### src/rtl/mat_inv_2x2.sv
// mat_inv_2x2: 2x2 signed Q8.8 matrix inverse with a shared 32-step restoring divider
module mat_inv_2x2 #(
  parameter int FRAC_BITS = 8
) (
  input  logic               I_sys_clk,
  input  logic               I_sys_rstn,
  input  logic signed [15:0] a11_keep,
  input  logic signed [15:0] a12_keep,
  input  logic signed [15:0] a21_keep,
  input  logic signed [15:0] a22_keep,
  input  logic               rx_valid,
  output logic signed [15:0] b11,
  output logic signed [15:0] b12,
  output logic signed [15:0] b21,
  output logic signed [15:0] b22,
  output logic               inv_valid,
  output logic               singular,
  output logic               busy
);
  typedef enum logic [2:0] {IDLE, MUL, DET, DIV, STORE, OUT, SING} state_t;
  state_t r_st;
  logic signed [15:0] r_x [4];
  logic signed [15:0] r_e [4];
  logic signed [31:0] r_p1, r_p2;
  logic [31:0] r_d, r_q, r_r;
  logic [4:0] r_cnt;
  logic [1:0] r_k;
  logic r_dneg, r_rx_d;
  logic w_start, w_ge, w_neg;
  logic signed [32:0] w_det;
  logic [31:0] w_dmag, w_num, w_sub;
  logic [32:0] w_t;
  logic [1:0] w_kn;
  logic [15:0] w_x, w_abs, w_qn, w_res;
  // r_x holds numerators in output order: a22, a12, a21, a11
  always_comb begin
    w_start = rx_valid & ~r_rx_d & (r_st == IDLE);
    w_det = {r_p1[31], r_p1} - {r_p2[31], r_p2};
    w_dmag = w_det[32] ? 32'd0 - w_det[31:0] : w_det[31:0];
    w_kn = (r_st == STORE) ? r_k + 2'd1 : r_k;
    w_x = r_x[w_kn];
    w_abs = w_x[15] ? 16'd0 - w_x : w_x;
    w_num = 32'(w_abs) << (2 * FRAC_BITS);
    w_t = {r_r, r_q[31]};
    w_ge = w_t >= {1'b0, r_d};
    w_sub = w_t[31:0] - r_d;
    w_neg = r_x[r_k][15] ^ r_dneg ^ r_k[0] ^ r_k[1];
    w_qn = 16'd0 - r_q[15:0];
    w_res = w_neg ? (r_q > 32'd32768 ? 16'h8000 : w_qn) : (r_q > 32'd32767 ? 16'h7FFF : r_q[15:0]);
  end
  always_ff @(posedge I_sys_clk or negedge I_sys_rstn)
    if (!I_sys_rstn) begin
      r_st <= IDLE;
      r_x <= '{default: '0};
      r_e <= '{default: '0};
      r_p1 <= '0;
      r_p2 <= '0;
      r_d <= '0;
      r_q <= '0;
      r_r <= '0;
      r_cnt <= '0;
      r_k <= '0;
      r_dneg <= 1'b0;
      r_rx_d <= 1'b0;
      b11 <= '0;
      b12 <= '0;
      b21 <= '0;
      b22 <= '0;
      inv_valid <= 1'b0;
      singular <= 1'b0;
      busy <= 1'b0;
    end else begin
      r_rx_d <= rx_valid;
      inv_valid <= 1'b0;
      case (r_st)
        IDLE: begin
          busy <= w_start;
          if (w_start) begin
            r_x <= '{a22_keep, a12_keep, a21_keep, a11_keep};
            r_k <= 2'd0;
            r_st <= MUL;
          end
        end
        MUL: begin
          r_p1 <= 32'(r_x[3]) * 32'(r_x[0]);
          r_p2 <= 32'(r_x[1]) * 32'(r_x[2]);
          r_st <= DET;
        end
        DET:
          if (w_det == 33'sd0) r_st <= SING;
          else begin
            r_d <= w_dmag;
            r_dneg <= w_det[32];
            r_q <= w_num;
            r_r <= '0;
            r_cnt <= '0;
            r_st <= DIV;
          end
        DIV: begin
          r_r <= w_ge ? w_sub : w_t[31:0];
          r_q <= {r_q[30:0], w_ge};
          r_cnt <= r_cnt + 5'd1;
          if (r_cnt == 5'd31) r_st <= STORE;
        end
        STORE: begin
          r_e[r_k] <= w_res;
          r_k <= r_k + 2'd1;
          r_q <= w_num;
          r_r <= '0;
          r_st <= (r_k == 2'd3) ? OUT : DIV;
        end
        OUT: begin
          b11 <= r_e[0];
          b12 <= r_e[1];
          b21 <= r_e[2];
          b22 <= r_e[3];
          singular <= 1'b0;
          inv_valid <= 1'b1;
          r_st <= IDLE;
        end
        SING: begin
          b11 <= '0;
          b12 <= '0;
          b21 <= '0;
          b22 <= '0;
          singular <= 1'b1;
          inv_valid <= 1'b1;
          r_st <= IDLE;
        end
        default: r_st <= IDLE;
      endcase
    end
endmodule

### config.mk
export PLATFORM = sky130hd
export DESIGN_NAME = mat_inv_2x2
export DESIGN_NICKNAME = d
export VERILOG_FILES = /design/src/rtl/mat_inv_2x2.sv
export SDC_FILE = /design/constraint.sdc
export NUM_CORES = 2
export LEC_CHECK = 0
export CORE_MARGIN = 1.5
export CORE_UTILIZATION = 64
export DETAILED_ROUTE_END_ITERATION = 12
export PLACE_DENSITY = 0.79
export SLEW_MARGIN = 15
export SYNTH_ARGS = -nofsm -noshare
export SYNTH_HDL_FRONTEND = slang
export SYNTH_SLANG_ARGS = --single-unit
### constraint.sdc
create_clock -name I_sys_clk -period 17.7 [get_ports I_sys_clk]
set_clock_uncertainty 0.05 [all_clocks]
set_input_delay 2.655 -clock I_sys_clk [delete_from_list [all_inputs] [get_ports I_sys_clk]]
set_output_delay 2.655 -clock I_sys_clk [all_outputs]
set_load 0.005 [all_outputs]
# Word level (Yosys, flattened, before mapping)

Index checks and enable logic that the tools add are counted.

$add $sub $neg: 7
Multipliers: 2
Order comparisons: 6
Equal/unequal tests: 11
Mux-type cells: 35
Bitwise gates (word level): 9
Reduce and logical (&&, ||, !) cells: 14

Operators by type and width:

| cell                                                      | number |
|---|---|
| one-hot mux 32 bit (3 select lines)                       | 2 |
| 2-to-1 mux 16 bit                                         | 9 |
| 2-to-1 mux 32 bit                                         | 4 |
| one-hot mux 16 bit (2 select lines)                       | 4 |
| binary-select mux 16 bit (select 2 bit)                   | 2 |
| bitwise mux 64 bit                                        | 1 |
| multiplier 16 x 16 -> 32 bit                              | 2 |
| greater-or-equal comparator 33 x 32 -> 1 bit              | 1 |
| zero test 33 bit                                          | 1 |
| subtractor 32 x 32 -> 33 bit                              | 1 |
| demux 16 bit (select 2 bit)                               | 1 |
| > comparator 32 x 15 -> 1 bit (second input constant)     | 1 |
| > comparator 32 x 16 -> 1 bit (second input constant)     | 1 |
| subtractor 1 x 16 -> 16 bit (first input constant)        | 2 |
| subtractor 1 x 32 -> 32 bit (first input constant)        | 1 |
| subtractor 32 bit                                         | 1 |
| one-hot mux 3 bit (5 select lines)                        | 1 |
| 2-to-1 mux 3 bit                                          | 4 |
| AND reduction 2 bit                                       | 6 |
| one-hot mux 5 bit (2 select lines)                        | 1 |
| equality test 3 bit (second input constant)               | 3 |
| equality test 3 x 2 -> 1 bit (second input constant)      | 2 |
| greater-or-equal comparator 3 bit (second input constant) | 2 |
| inequality test 2 bit (second input constant)             | 3 |
| 20 further kinds                                          | 28 |

Flip-flop bits (word level): 367
Input port bits: 67
Output and inout bits: 67
Word-level logic and storage cells: 109

# Depth between registers and ports, before layout

Depth in word-level cells: 10
Gate-level depth with buffers: 27
Mapped depth without buffers: 26

# Worst setup path before layout

OpenSTA, ideal clock, no wires.

Path kind: register -> register
Start: reg r_x[11] in the netlist's numbering
End: reg r_p1[29]
Library setup time: 0.135 ns
Arrival time: 6.430 ns
Required time: 17.515 ns
Setup slack: 11.085 ns
Stages on the path, launching flop included: 25
Buffers on the path: 1
Clock period less this slack: 6.615 ns
Cells stage by stage: dfrtp_1 clkbuf_1 nand2_1 fa_1 fa_1 fa_1 inv_1 fa_1 fa_1 inv_1 fa_1 inv_1 ha_1 a21oi_1 nor2b_1 o21ai_0 nand2b_1 a21o_1 a41o_1 a21oi_1 o31ai_1 or4b_2 a31oi_1 xor2_1 o21ai_0

Word-level cells in the longest chain between the ends: 1

RTL lines:

| element                      | RTL line | text |
|---|---|---|
| from (decl)                  | 22       | `logic signed [15:0] r_x [4];` |
| from (signal assigned)       | 79       | `r_x <= '{a22_keep, a12_keep, a21_keep, a11_keep};` |
| multiplier 16 x 16 -> 32 bit | 85       | `r_p1 <= 32'(r_x[3]) * 32'(r_x[0]);` |
| to (signal assigned)         | 85       |  |
| to (decl)                    | 24       | `logic signed [31:0] r_p1, r_p2;` |

Every way passes these cells.
A chain may end at the register's enable or synchronous reset.

# Final worst setup path

Start: reg r_x[6] in the netlist's numbering
End: reg r_p1[29]

Same word-level chain as after synthesis.

==> results.md <==
- Status: finished, final reports clean
- Main combinational cell family by area after synthesis: adder cells
- PostCTS Resize Cnt: 0
- Nets: 4986
- Maximum Capacitance Violations: 0
- Crit Path Class: flop to flop
- Die H: 249.4 um
- Post-Synth XOR/XNOR Area: 0.03788
- Netlist cell types: 85
- CP Capture Type: flop
- Largest net degree at the start of global routing: 176
- Max Slew Vio Count: 0
- Antenna-violating nets left: 0
- Share of flip-flops with an asynchronous set or reset: 1.000
- Die area: 62180 sq um
- Setup Fix Bufs, Post-CTS: 0
- P&R area growth vs syn: 8.210%
- Register area share after synthesis: 0.2364
- Tmin final: 7228 ps
- Setup violators final: 0
- Worst-Margin Slew: 1075 ps
- EDFF count, synth: 0
- CTS tree: done
- Die Wd: 249.4 um
- Max Buffers Root-to-Sink: 3
- Mapped Avg Cell Area: 9.401 sq um
- Drt pass-1 iters: 8
- Fillers: 4632
- # DRC: 0
- Share of Yosys cell area claimed by the top area cell type: 0.2711
- Layout cells sized above 1: 0.04781
- Root Driver: clkbuf_16
- GRT Total Usage: 0.3187
- Mux cell area share after synthesis: 0.03498
- Cts-stage hold buffer count: 0
- Min-Delay Path Class: flop to flop
- Vias post-DR: 28880
- Top post-synthesis cells by count: inv_1 (697), fa_1 (526), nand2_1 (524), dfrtp_1 (367), and2_1 (260)
- CP arrival: 7600 ps
- Antenna violations before repair: 0
- Startpoint types: flop
- RSZ-0062 raised after global routing: no
- Total gr overflow: 0
- Routed WL: 95580 um
- Total number of yosys warnings: 0
- Mapped Area: 38850 sq um
- Main synth FF type: dfrtp_1
- Num rows: 90
- Initial core utilization: 0.6460
- H-tree level count: 2
- Critical path peak fanout: 18
- Count leader, synth: inv_1
- Total negative setup slack: 0 ps
- Iter 0 DRT Violations: 2239
- IO Port Bufs: 133
- GPL Wtd Cong: 0.9369
- Mapped Nets: 4963
- Tcrit/Tclk final: 0.4084
- Compound-Gate Fraction of Synth Area: 0.1193
- Clk Latency, worst-skew pair: 590 ps
- Inserted Diodes: 0
- First-pass GRT wire length: 157300 um
- CORE AREA: 60130 sq um
- I/O pin cnt: 134
- Clk pin slew, worst setup/hold paths: 60 ps
- Fmax achieved: 138.3 MHz
- Synth Area in Simple Gates: 0.1382
- Final HPWL DP: 72410 um
- Critical Path RT: 18070 ps
- Post-Synthesis Cells: 4132
- Top cells by area, synth: fa_1 (27%), dfrtp_1 (24%), ha_1 (7.7%)
- Drt wl/cell: 19.25 um
- Area leader, netlist: fa_1
- Vias in the first global route: 29660
- CTS buffer count: 42
- Num Clock Sinks: 367
- Via density: 5.818
- Post-Synth Adder-Cell Area: 0.3477
- Final hold violation count: 0
- Worst rel slew slack: 0.2835
- Synth Register Bits: 367
metal layers:
metal	up-vias	routed length (um)	global-route usage
met3	204	8557	0.07346
li1	13270	-	-
met5	-	0	0
met2	1130	42120	0.4886
met1	14280	41450	0.4518
met4	0	3463	0.1049
worst paths after layout:
path / from / to / slack (ps) / cells after the start
min in group asynchronous: I_sys_rstn / r_r[5] / 2000 / 1
max in group asynchronous: I_sys_rstn / r_e[18] / 13220 / 3
max reg2reg: r_x[6] / r_p1[29] / 10470 / 24
max: r_x[6] / r_p1[29] / 10470 / 24
min: r_d[24] / r_d[24] / 430 / 2
min reg2reg: r_d[24] / r_d[24] / 430 / 2
flip-flops by register name, summed over array words and instances, names as in the netlist, 2 cells and up:
register / flops
r_p2: 32
r_cnt: 5
b12: 16
b22: 16
r_r: 32
b21: 16
r_k: 2
r_d: 32
b11: 16
r_x: 64
r_q: 32
r_st: 3
r_e: 64
r_p1: 32
cell usage in the layout, fill, tap and decap left out, types with 16 or more instances in the layout:
cell / instances
mux4_2: 16
fa_1: 526
nand2b_1: 39
buf_4: 18
mux2_2: 61
mux2i_1: 29
a22o_1: 79
and2_1: 260
nand3_1: 33
a31oi_1: 23
nand2_1: 523
xnor2_1: 99
or3_1: 23
nor3_1: 30
nor2_1: 118
clkbuf_16: 42
a21oi_1: 152
xor2_1: 68
dfrtp_1: 367
o21bai_1: 17
o21ai_1: 45
inv_1: 697
a21o_1: 49
clkdlybuf4s50_1: 132
o21ai_0: 249
nor2b_1: 18
ha_1: 238
final cells by class:
type / count / area (sq um) / share of cell area
Multi-Input combinational cell: 2893 / 26390 / 0.6279
Clock buffer: 55 / 1170 / 0.02783
Sequential cell: 367 / 9184 / 0.2185
Clock inverter: 17 / 195.2 / 0.004643
Inverter: 699 / 2624 / 0.06242
Timing Repair Buffer: 152 / 1491 / 0.03548
Tap cell: 782 / 978.4 / 0.02328
worst max-delay path, stage by stage, from the launching register on:
cell	delay (ps)
dfrtp_1	840
and2_1	240
fa_1	400
inv_1	80
fa_1	440
fa_1	520
inv_1	50
fa_1	490
fa_1	540
inv_1	50
fa_1	530
inv_1	40
ha_1	350
a21oi_1	180
nor2b_1	70
o21ai_0	160
nand2b_1	90
a21o_1	190
a41o_1	230
a21oi_1	290
o31ai_1	180
or4b_2	620
a31oi_1	210
xor2_1	150
o21ai_0	80
cell families after synthesis:
family,count (synthesis)
buffers and inverters,872
muxes,108
xor gates and xnor gates,168
AOI/OAI and AO/OA,739
DFF,367
adders and majority gates,764
and+or+nand+nor,1114
per-stage QoR:
| step | setup WS, ps | cells | hold WS [ps] | cell area (sq um) | utilization |
|---|---|---|---|---|---|
| final | 10470 | 4965 | 429.7 | 42040 | 0.6990 |
| after global routing | 10070 | 4965 | 449.8 | 42040 | 0.6990 |
| after CTS | 10550 | 4965 | 430.3 | 42030 | 0.6989 |
| after detailed placement | 10540 | 4893 | 419.8 | 40660 | 0.6762 |
| after global placement | 10710 | 4893 | 411.3 | 40660 | 0.6762 |
| after floorplan | 11090 | 4132 | 392.8 | 38850 | - |
Power is not shown: default switching activity piles up to over one toggle a cycle in this logic, so the estimate is an artifact.
